## src/rtl/operand_store_if.sv

```systemverilog
// Request/response bundle between the operand-entry controller and operand_store.
// The master drives requests; the store (slave) returns data and stack status.
interface operand_store_if #(
   parameter int n = 17,
   parameter int m = 3
);
   logic         enable;
   logic         mode;
   logic         ReadWrite;
   logic [m-1:0] Address;
   logic [n-1:0] DataIn;
   logic         push;
   logic         pop;
   logic [n-1:0] DataOut;
   logic         valid;
   logic [m:0]   count;
   logic         full;
   logic         empty;
   logic         error;

   modport master (
      output enable, mode, ReadWrite, Address, DataIn, push, pop,
      input  DataOut, valid, count, full, empty, error
   );

   modport slave (
      input  enable, mode, ReadWrite, Address, DataIn, push, pop,
      output DataOut, valid, count, full, empty, error
   );
endinterface

```

## src/rtl/operand_store.sv

```systemverilog
// Shared operand array usable as addressed RAM or as a LIFO stack (Mem[0..count-1]).
// One registered read port feeds DataOut/valid; one write port serves RAM writes and pushes.
module operand_store #(
   parameter int n     = 17,
   parameter int m     = 3,
   parameter int pow2m = 8
) (
   input  logic             clock,
   input  logic             reset,
   operand_store_if.slave   bus
);
   logic [n-1:0] mem [pow2m];
   logic [n-1:0] dout_q;
   logic         valid_q;
   logic [m:0]   count_q;
   logic         error_q;

   logic         full_w, empty_w;
   logic         wr_en, rd_en, err_set;
   logic [m-1:0] wr_addr, rd_addr, top;
   logic [m:0]   cnt_nxt;

   assign full_w  = (count_q == (m+1)'(pow2m));
   assign empty_w = (count_q == '0);
   assign top     = count_q[m-1:0] - 1'b1;

   // Decode one operation per cycle into at most one read and one write of the array.
   always_comb begin
      wr_en   = 1'b0;
      rd_en   = 1'b0;
      err_set = 1'b0;
      wr_addr = bus.Address;
      rd_addr = bus.Address;
      cnt_nxt = count_q;
      if (bus.enable) begin
         if (!bus.mode) begin
            rd_en = bus.ReadWrite;
            wr_en = !bus.ReadWrite;
         end else begin
            case ({bus.push, bus.pop})
               2'b10: begin
                  if (full_w) err_set = 1'b1;
                  else begin
                     wr_en   = 1'b1;
                     wr_addr = count_q[m-1:0];
                     cnt_nxt = count_q + 1'b1;
                  end
               end
               2'b01: begin
                  if (empty_w) err_set = 1'b1;
                  else begin
                     rd_en   = 1'b1;
                     rd_addr = top;
                     cnt_nxt = count_q - 1'b1;
                  end
               end
               2'b11: begin
                  // Replace top: read returns the pre-edge value of the same entry.
                  if (empty_w) err_set = 1'b1;
                  else begin
                     rd_en   = 1'b1;
                     wr_en   = 1'b1;
                     rd_addr = top;
                     wr_addr = top;
                  end
               end
               default: ;
            endcase
         end
      end
   end

   always_ff @(posedge clock) begin
      if (reset) begin
         for (int j = 0; j < pow2m; j++) mem[j] <= '0;
         dout_q  <= '0;
         valid_q <= 1'b0;
         count_q <= '0;
         error_q <= 1'b0;
      end else begin
         if (wr_en) mem[wr_addr] <= bus.DataIn;
         if (rd_en) dout_q <= mem[rd_addr];
         valid_q <= rd_en;
         count_q <= cnt_nxt;
         if (err_set) error_q <= 1'b1;
      end
   end

   assign bus.DataOut = dout_q;
   assign bus.valid   = valid_q;
   assign bus.count   = count_q;
   assign bus.full    = full_w;
   assign bus.empty   = empty_w;
   assign bus.error   = error_q;
endmodule

```

## src/flat_wrapper.sv

```systemverilog
// flat-port wrapper written by rule: the top's interface ports become plain ports
module operand_store_flat 
#(
   parameter int n     = 17,
   parameter int m     = 3,
   parameter int pow2m = 8
)
  (clock, reset, bus_enable, bus_mode, bus_ReadWrite, bus_Address, bus_DataIn, bus_push, bus_pop, bus_DataOut, bus_valid, bus_count, bus_full, bus_empty, bus_error);
  operand_store_if #(.n(n), .m(m)) bus_i ();
  input  logic clock;
  input  logic reset;
  input wire logic [$bits(bus_i.enable)-1:0] bus_enable;
  input wire logic [$bits(bus_i.mode)-1:0] bus_mode;
  input wire logic [$bits(bus_i.ReadWrite)-1:0] bus_ReadWrite;
  input wire logic [$bits(bus_i.Address)-1:0] bus_Address;
  input wire logic [$bits(bus_i.DataIn)-1:0] bus_DataIn;
  input wire logic [$bits(bus_i.push)-1:0] bus_push;
  input wire logic [$bits(bus_i.pop)-1:0] bus_pop;
  output wire logic [$bits(bus_i.DataOut)-1:0] bus_DataOut;
  output wire logic [$bits(bus_i.valid)-1:0] bus_valid;
  output wire logic [$bits(bus_i.count)-1:0] bus_count;
  output wire logic [$bits(bus_i.full)-1:0] bus_full;
  output wire logic [$bits(bus_i.empty)-1:0] bus_empty;
  output wire logic [$bits(bus_i.error)-1:0] bus_error;
  assign bus_i.enable = bus_enable;
  assign bus_i.mode = bus_mode;
  assign bus_i.ReadWrite = bus_ReadWrite;
  assign bus_i.Address = bus_Address;
  assign bus_i.DataIn = bus_DataIn;
  assign bus_i.push = bus_push;
  assign bus_i.pop = bus_pop;
  assign bus_DataOut = bus_i.DataOut;
  assign bus_valid = bus_i.valid;
  assign bus_count = bus_i.count;
  assign bus_full = bus_i.full;
  assign bus_empty = bus_i.empty;
  assign bus_error = bus_i.error;
  operand_store #(.n(n), .m(m), .pow2m(pow2m)) u_core (.clock(clock), .reset(reset), .bus(bus_i));
endmodule
```

## config.mk

```make
export PLATFORM = sky130hd
export DESIGN_NAME = operand_store_flat
export DESIGN_NICKNAME = d
export VERILOG_FILES = /design/src/rtl/operand_store_if.sv /design/src/rtl/operand_store.sv /design/src/flat_wrapper.sv
export SDC_FILE = /design/constraint.sdc
export NUM_CORES = 1
export LEC_CHECK = 0
export CORE_MARGIN = 10
export CORE_UTILIZATION = 35
export DETAILED_ROUTE_END_ITERATION = 10
export PLACE_DENSITY = 0.49
export SLEW_MARGIN = 20
export SYNTH_ARGS = -nofsm -noshare
export SYNTH_HDL_FRONTEND = slang
export SYNTH_SLANG_ARGS = --single-unit
```

## constraint.sdc

```tcl
create_clock -name clock -period 3.21 [get_ports clock]
set_clock_uncertainty 0.2 [all_clocks]
set_input_delay 0.642 -clock clock [delete_from_list [all_inputs] [get_ports clock]]
set_output_delay 0.642 -clock clock [all_outputs]
set_load 0.02 [all_outputs]
```

* After elaboration in Yosys (flattened, before gate mapping) *
Memories as Yosys holds them, arrays and structs flattened. A register that Yosys moved wholly into a read port is not among the register bits.
Cells that the tools add are included.

storage, ports and cells
  flip-flop bits (word level) = 6
  memory bits (writable) = 136
  input port bits = 27
  output and inout port bits = 25
  logic and storage cells = 51
  memories = 1

cells by class
  $add $sub $neg = 3
  equality and inequality tests = 6
  multiplexer cells = 32
  reduce and logical (&&, ||, !) cells = 6

memories
  name        depth  bits a word  read ports  clocked after Yosys merged registers in  write ports  line                 source
  u_core.mem  8      17           1           1                                        8            operand_store.sv:12  logic [n-1:0] mem [pow2m];

operator list
  kind                   count
  $mux W3                8
  $mux W1                17
  $mux W17               1
  $reduce_or A17 Y1      1
  $mux W4                2
  $pmux W4 S2            1
  $pmux W3 S2            1
  $reduce_and A5 Y1      1
  $add A4 B1 Y4 const B  1
  $eq A2 B2 Y1 const B   2
  $eq A4 B4 Y1 const B   1
  $logic_not A4 Y1       1
  $ne A2 B2 Y1 const B   2
  $pmux W1 S2            2
  $sub A4 B1 Y4 const B  1
  $sub A3 B1 Y3 const B  1
  $eq A2 B1 Y1 const B   1
  $reduce_bool A2 Y1     1
  $reduce_or A2 Y1       1
  $logic_not A1 Y1       1

* Depth between registers and ports, before layout *
Gate-level depths: netlist of run 1.

  depth after elaboration = 10
  gate-level depth with buffers = 11
  depth with buffers taken out = 9

* Worst setup path after synthesis of run 1 *
Ideal clock, no wire load.

  kind = reg-to-reg
  start = register u_core.count_q[0] (netlist: u_core.bus.count[0])
  end = memory u_core.mem[2][0] (enable)
  library setup time = 0.337 ns
  arrival = 2.644 ns
  required time = 2.673 ns
  path slack = 0.030 ns
  cell stages (with the launch flop) = 9
  buffers on the path = 0
  clock period less this slack = 3.180 ns
  path through = dfxtp_1 -> inv_1 -> ha_1 -> nor3b_2 -> mux2i_1 -> a2bb2oi_1 -> o21ai_2 -> nor3b_2 -> or2_2

RTL lines
  element                   line                 source
  start: declaration        operand_store.sv:15  logic [m:0] count_q;
  start signal: assignment  operand_store.sv:84  count_q <= cnt_nxt;
  end: declaration          operand_store.sv:12

==> results of run 1 <==
worst max-delay path, delay by kind of cell (launching register included):
kind,cells,cell delay [ns]
adders and majority gates,1,0.28
buffers and inverters,2,0.37
DFF,1,0.31
and+or+nand+nor,3,0.85
AOI/OAI and AO/OA,3,0.77
final timing paths:
check / endpoint / from / slack (ns)
worst max-delay path: u_core.mem[7][15] / u_core.bus.count[0] / 0.13
worst min-delay path: u_core.bus.error / u_core.bus.error / 0.28
worst max register to register: u_core.mem[7][15] / u_core.bus.count[0] / 0.13
worst min register to register: u_core.bus.error / u_core.bus.error / 0.28
area by class of cell:
class / instances / share of cell area [%]
multi-input cells: 445 / 31.4
clock buffers: 17 / 4.23
clock inverters: 15 / 1.74
repair buffers: 144 / 13.7
inverters: 8 / 0.298
well taps: 280 / 3.48
flip-flops and latches: 159 / 45.1
stage by stage:
step                      setup TNS, ns  std cells  hold WS (ns)
after floorplan                       0        659         0.355
after global placement           -98.96       1034         0.256
after detailed placement         -99.27       1034         0.267
after CTS                             0       1067         0.281
after global routing                  0       1068         0.311
final                                 0       1068         0.278
synthesized netlist by cell type, types with 2 or more instances:
library cell	n
and2_1	137
edfxtp_1	136
a211oi_1	51
nand3_1	38
o21ai_0	34
mux2_2	31
nor2_1	31
clkbuf_1	29
dfxtp_1	23
a21oi_1	19
a311oi_1	19
buf_2	13
nand2_1	10
or2_2	9
and3_1	8
ha_1	8
inv_1	8
buf_4	4
mux2i_1	3
nand2b_1	3
nor3b_2	3
o21ai_1	3
xnor2_1	3
a211oi_2	2
a21o_1	2
nand3b_1	2
nor3_1	2
nor3_2	2
nor3b_4	2
o31a_1	2
power by group:
group	switching (mW)	internal (mW)	leakage, nW	total, mW
sequential	0.0337	2.33	1.59	2.36
combinational	0.376	0.304	1.87	0.679
clock	0.892	1.17	0.294	2.06
total	1.30	3.80	3.75	5.10
registers in the layout (all words and copies together), names as in the netlist:
register            count
u_core.bus.valid        1
u_core.bus.DataOut     17
u_core.bus.count        4
u_core.mem            136
u_core.bus.error        1
layer usage:
layer / share of wire, % / GRT usage (%) / vias up
li1: - / - / 2678
met1: 45 / 21.0 / 2848
met2: 48 / 26.8 / 129
met3: 4.7 / 3.01 / 24
met4: 1.7 / 4.65 / 0
met5: 0 / 0 / -
kinds of logic after synthesis:
logic type	count (synthesis)	share of synthesized area (%)
multiplexers	34	4.85
flip-flops	159	58.1
AND/OR/NAND/NOR	253	19.2
adder cells (fa/ha/maj)	9	1.54
XOR/XNOR	4	0.448
AO/OA/AOI/OAI	145	12.7
buffers and inverters	55	3.13
repair_timing:
action                     in CTS  in global routing
pin swaps                       2                  7
setup endpoints to repair      69                218
resized for setup               4                 26
buffers inserted                1                  1
==> impl_metrics.json, run 1 <==
{
  "max_freq_mhz": 325,
  "num_vias": 5679,
  "clockRootBuffer": "clkbuf_16",
  "track_usage_pct": 16.1,
  "fin_crit_sh_pct": 95.9,
  "syn_area_per_cell_um2": 11.9,
  "critical_path.max_fanout": 10,
  "drive_gt1_share_pct": 25.5,
  "ant_nets": 0,
  "cp_slowest_stage_delay_ns": 0.45,
  "diodes": 0,
  "holdPathStages": 2,
  "overflow": 0,
  "layout.area.seq_um2": 4540,
  "slew_headroom_pct": 69.4,
  "syn_area_um2": 7820,
  "rows": 54,
  "cts_tree": "yes",
  "clock_sinks": 159,
  "grt_first_pass_wirelength_um": 35300,
  "dp_slack_ns": -0.490,
  "synth_cell_type_count": 52,
  "routed_wl_um": 23100,
  "setup_ws_ns": 0.132,
  "io_pins": 52,
  "max-cap-violations": 0,
  "clkTransAtPathRegs_ns": 0.07,
  "worst_path_most_repeated_cell": "a211oi_2",
  "worst_setup_path_end_kind": "register",
  "worstSkewPairLatency_ns": 0.43,
  "hold_path_class": "register to register",
  "yosysSeqAreaShare_pct": 58.1,
  "p_leak_nw": 3.75,
  "final_cell_mix": "and2_1 (137), edfxtp_1 (136), buf_4 (76), clkdlybuf4s50_1 (49), a211oi_1 (45)",
  "cts_buffer_depth": 2,
  "crit_chain": "inv_1, ha_2, or3b_4, a211oi_2, o21bai_1, a211oi_2, and3_1, or2_2, buf_4",
  "worstMarginPinSlew_ns": 0.458,
  "critical_path.startpoint_type": "register",
  "via_per_inst": 5.32,
  "synth_seq_cells": 159,
  "syn_nets": 695,
  "fp.dieW_um": 170,
  "ys_dominant_reg_cell": "edfxtp_1",
  "cts-buffers-inserted": 17,
  "start_util_pct": 35.7,
  "first_global_vias": 5861,
  "core_um2": 21900,
  "outcome": "finished clean",
  "place_area_um2": 9330,
  "ir_worst_vdd_uv": 369,
  "period_minus_slack_ns": 3.08,
  "route.detailed.wl_per_inst_um": 21.6,
  "path_class": "register to register",
  "antenna_found_initial": 0,
  "drv_slew": 0,
  "synth_top_area_share_pct": 52.2,
  "gp_congestion": 0.826,
  "final_common_cell": "and2_1",
  "power_density_nw_per_um2": 507,
  "hold_violations": 0,
  "critPathRequiredTime_ns": 3.14,
  "arrival_ns": 3.01,
  "area_growth_pct": 28.7,
  "setup_viol": 0,
  "nNetsFinal": 811,
  "io_buffers": 51,
  "utilization_pct": 46.0,
  "first_iter_violations": 383,
  "multiInputGateArea_um2": 3160,
  "async_flop_share_pct": 0,
  "dieArea_um2": 28700,
  "rr_worst_depth": 9,
  "holdBufCountCts": 0,
  "ys_top_cells_by_area": "edfxtp_1 (52%), and2_1 (11%), dfxtp_1 (5.9%)",
  "synth_edf_count": 136,
  "grt_max_degree": 32,
  "drtPass1Iterations": 5,
  "h-tree-depth": 4,
  "final_design_area_no_fill_um2": 10100,
  "die-height_um": 170,
  "synth_top_cell_by_area": "edfxtp_1",
  "yosys_warnings": 0,
  "slowest_stage": "or3b_4",
  "drc_errors": 0,
  "total_power_mw": 5.10,
  "rsz0062_at_grt": "no",
  "fillCellCount": 2079,
  "hpwl_um": 16400,
  "synthCells": 659
}
(Power assumes the default switching activity.)
==> run 2, diff against run 1 <==
--- a/config.mk
+++ b/config.mk
@@ -6,9 +6,9 @@
 export NUM_CORES = 1
 export LEC_CHECK = 0
 export CORE_MARGIN = 10
-export CORE_UTILIZATION = 35
+export CORE_UTILIZATION = 56
 export DETAILED_ROUTE_END_ITERATION = 10
-export PLACE_DENSITY = 0.49
+export PLACE_DENSITY = 0.73
 export SLEW_MARGIN = 20
 export SYNTH_ARGS = -nofsm -noshare
 export SYNTH_HDL_FRONTEND = slang
==> impl_metrics.json, run 2 (synthesized netlist as in run 1, its figures left out) <==
{
  "outcome": "finished clean",
  "critical_path.startpoint_type": "input port",
  "seq_power_share_pct": 47.2,
  "clkTransAtPathRegs_ns": 0.06,
  "p_int_mw": 3.78,
  "max-cap-violations": 0,
  "cts_buffer_depth": 2,
  "final_cell_mix": "and2_1 (137), edfxtp_1 (136), buf_4 (70), clkdlybuf4s50_1 (51), a211oi_1 (44)",
  "worstMarginPinSlew_ns": 0.609,
  "layout.area.seq_um2": 4540,
  "drive_gt1_share_pct": 23.4,
  "drv_slew": 0,
  "die-height_um": 138,
  "route.detailed.wl_per_inst_um": 21.6,
  "setup_viol": 0,
  "io_pins": 52,
  "core_um2": 13800,
  "gp_congestion": 0.929,
  "largest_register_ff_count": 136,
  "first_iter_violations": 660,
  "arrival_ns": 3.29,
  "met2_usage_pct": 34.2,
  "h-tree-depth": 4,
  "first_global_vias": 5956,
  "top_usage_layer": "met2",
  "hpwl_um": 13900,
  "drtPass1Iterations": 5,
  "num_vias": 5805,
  "dp_slack_ns": -0.549,
  "diodes": 0,
  "fillCellCount": 1005,
  "grt_first_pass_wirelength_um": 32500,
  "met3_usage_pct": 5.34,
  "drc_errors": 0,
  "antenna_found_initial": 1,
  "slew_headroom_pct": 59.1,
  "track_usage_pct": 21.2,
  "ant_nets": 0,
  "p_sw_share_pct": 24.2,
  "setup_ws_ns": 0.0402,
  "hold_violations": 0,
  "power_switching_mw": 1.21,
  "clkPwrFrac_pct": 39.8,
  "dieArea_um2": 19100,
  "max_freq_mhz": 315,
  "nNetsFinal": 800,
  "clockRootBuffer": "clkbuf_16",
  "worstSkewPairLatency_ns": 0.42,
  "start_util_pct": 56.8,
  "cts-buffers-inserted": 17,
  "hold_path_class": "register to register",
  "area_growth_pct": 24.7,
  "clock_sinks": 159,
  "period_minus_slack_ns": 3.17,
  "critical_path.max_fanout": 16,
  "met1_usage_pct": 27.7,
  "multiInputGateArea_um2": 3130,
  "path_class": "input port to register",
  "via_per_inst": 6.07,
  "utilization_pct": 70.8,
  "cts_tree": "yes",
  "critPathRequiredTime_ns": 3.33,
  "place_area_um2": 9040,
  "power_density_nw_per_um2": 512,
  "final_common_cell": "and2_1",
  "final_design_area_no_fill_um2": 9750,
  "rows": 43,
  "whs_ns": 0.278,
  "overflow": 0,
  "grt_max_degree": 39,
  "finalSetupTns_ns": 0,
  "fp.dieW_um": 138,
  "p_leak_nw": 3.65,
  "ir_worst_vdd_uv": 375,
  "fin_crit_sh_pct": 98.7,
  "io_buffers": 51,
  "worst_setup_path_end_kind": "register",
  "routed_wl_um": 20700,
  "top_register": "u_core.mem",
  "pwr-share-comb_pct": 13.0
}
-- run 2: through the flow --
step                instances  power (mW)
floorplan                 659        2.71
global placement          924        3.00
detailed placement        924        3.02
CTS                       957        4.98
global route              957        5.17
finish                    957        5.00
-- run 2: worst paths after layout --
check                     endpoint  slack, ns  cells after the start                start
max          u_core.bus.DataOut[0]       0.04                     13              bus_pop
min               u_core.bus.error       0.28                      2     u_core.bus.error
max reg2reg  u_core.bus.DataOut[3]       0.23                     11  u_core.bus.count[0]
min reg2reg       u_core.bus.error       0.28                      2     u_core.bus.error
-- run 2: worst max-delay path: stages --
cell and delay [ns]:
clkdlybuf4s50_1 0.42, buf_4 0.14, ha_1 0.22, buf_4 0.15
o211ai_1 0.30, nor2_1 0.12, buf_4 0.15, mux2i_1 0.12
buf_6 0.18, a211oi_2 0.35, a311oi_2 0.09, buf_4 0.16
a211oi_1 0.22
-- run 2: routing by layer --
layer | up-vias | share of wire, %
met5 | - | 0.063
met4 | 2 | 1.8
met3 | 30 | 8.7
met2 | 270 | 48
met1 | 2841 | 41
li1 | 2662 | -
-- run 2: timing repair --
item,4_1_cts,5_1_grt
setup endpoints to repair,3,115
pin swaps,1,3
hold buffers,0,0
gates resized for setup,1,24
setup buffers,1,0
-- run 2: layout make-up --
type                            instances  area share [%]
Clock buffer                           23            5.45
Clock inverter                          9           0.680
Inverter                                8           0.308
Multi-Input combinational cell        445            32.1
Sequential cell                       159            46.6
Tap cell                              180            2.31
Timing Repair Buffer                  133            12.5
-- run 2: power by group through the flow --
stage / clock (mW) / combinational [mW] / sequential (mW)
global route: 2.12 / 0.692 / 2.37
detailed placement: 0 / 0.617 / 2.40
global placement: 0 / 0.603 / 2.40
finish: 1.99 / 0.647 / 2.36
floorplan: 0 / 0.294 / 2.41
CTS: 2.00 / 0.623 / 2.36
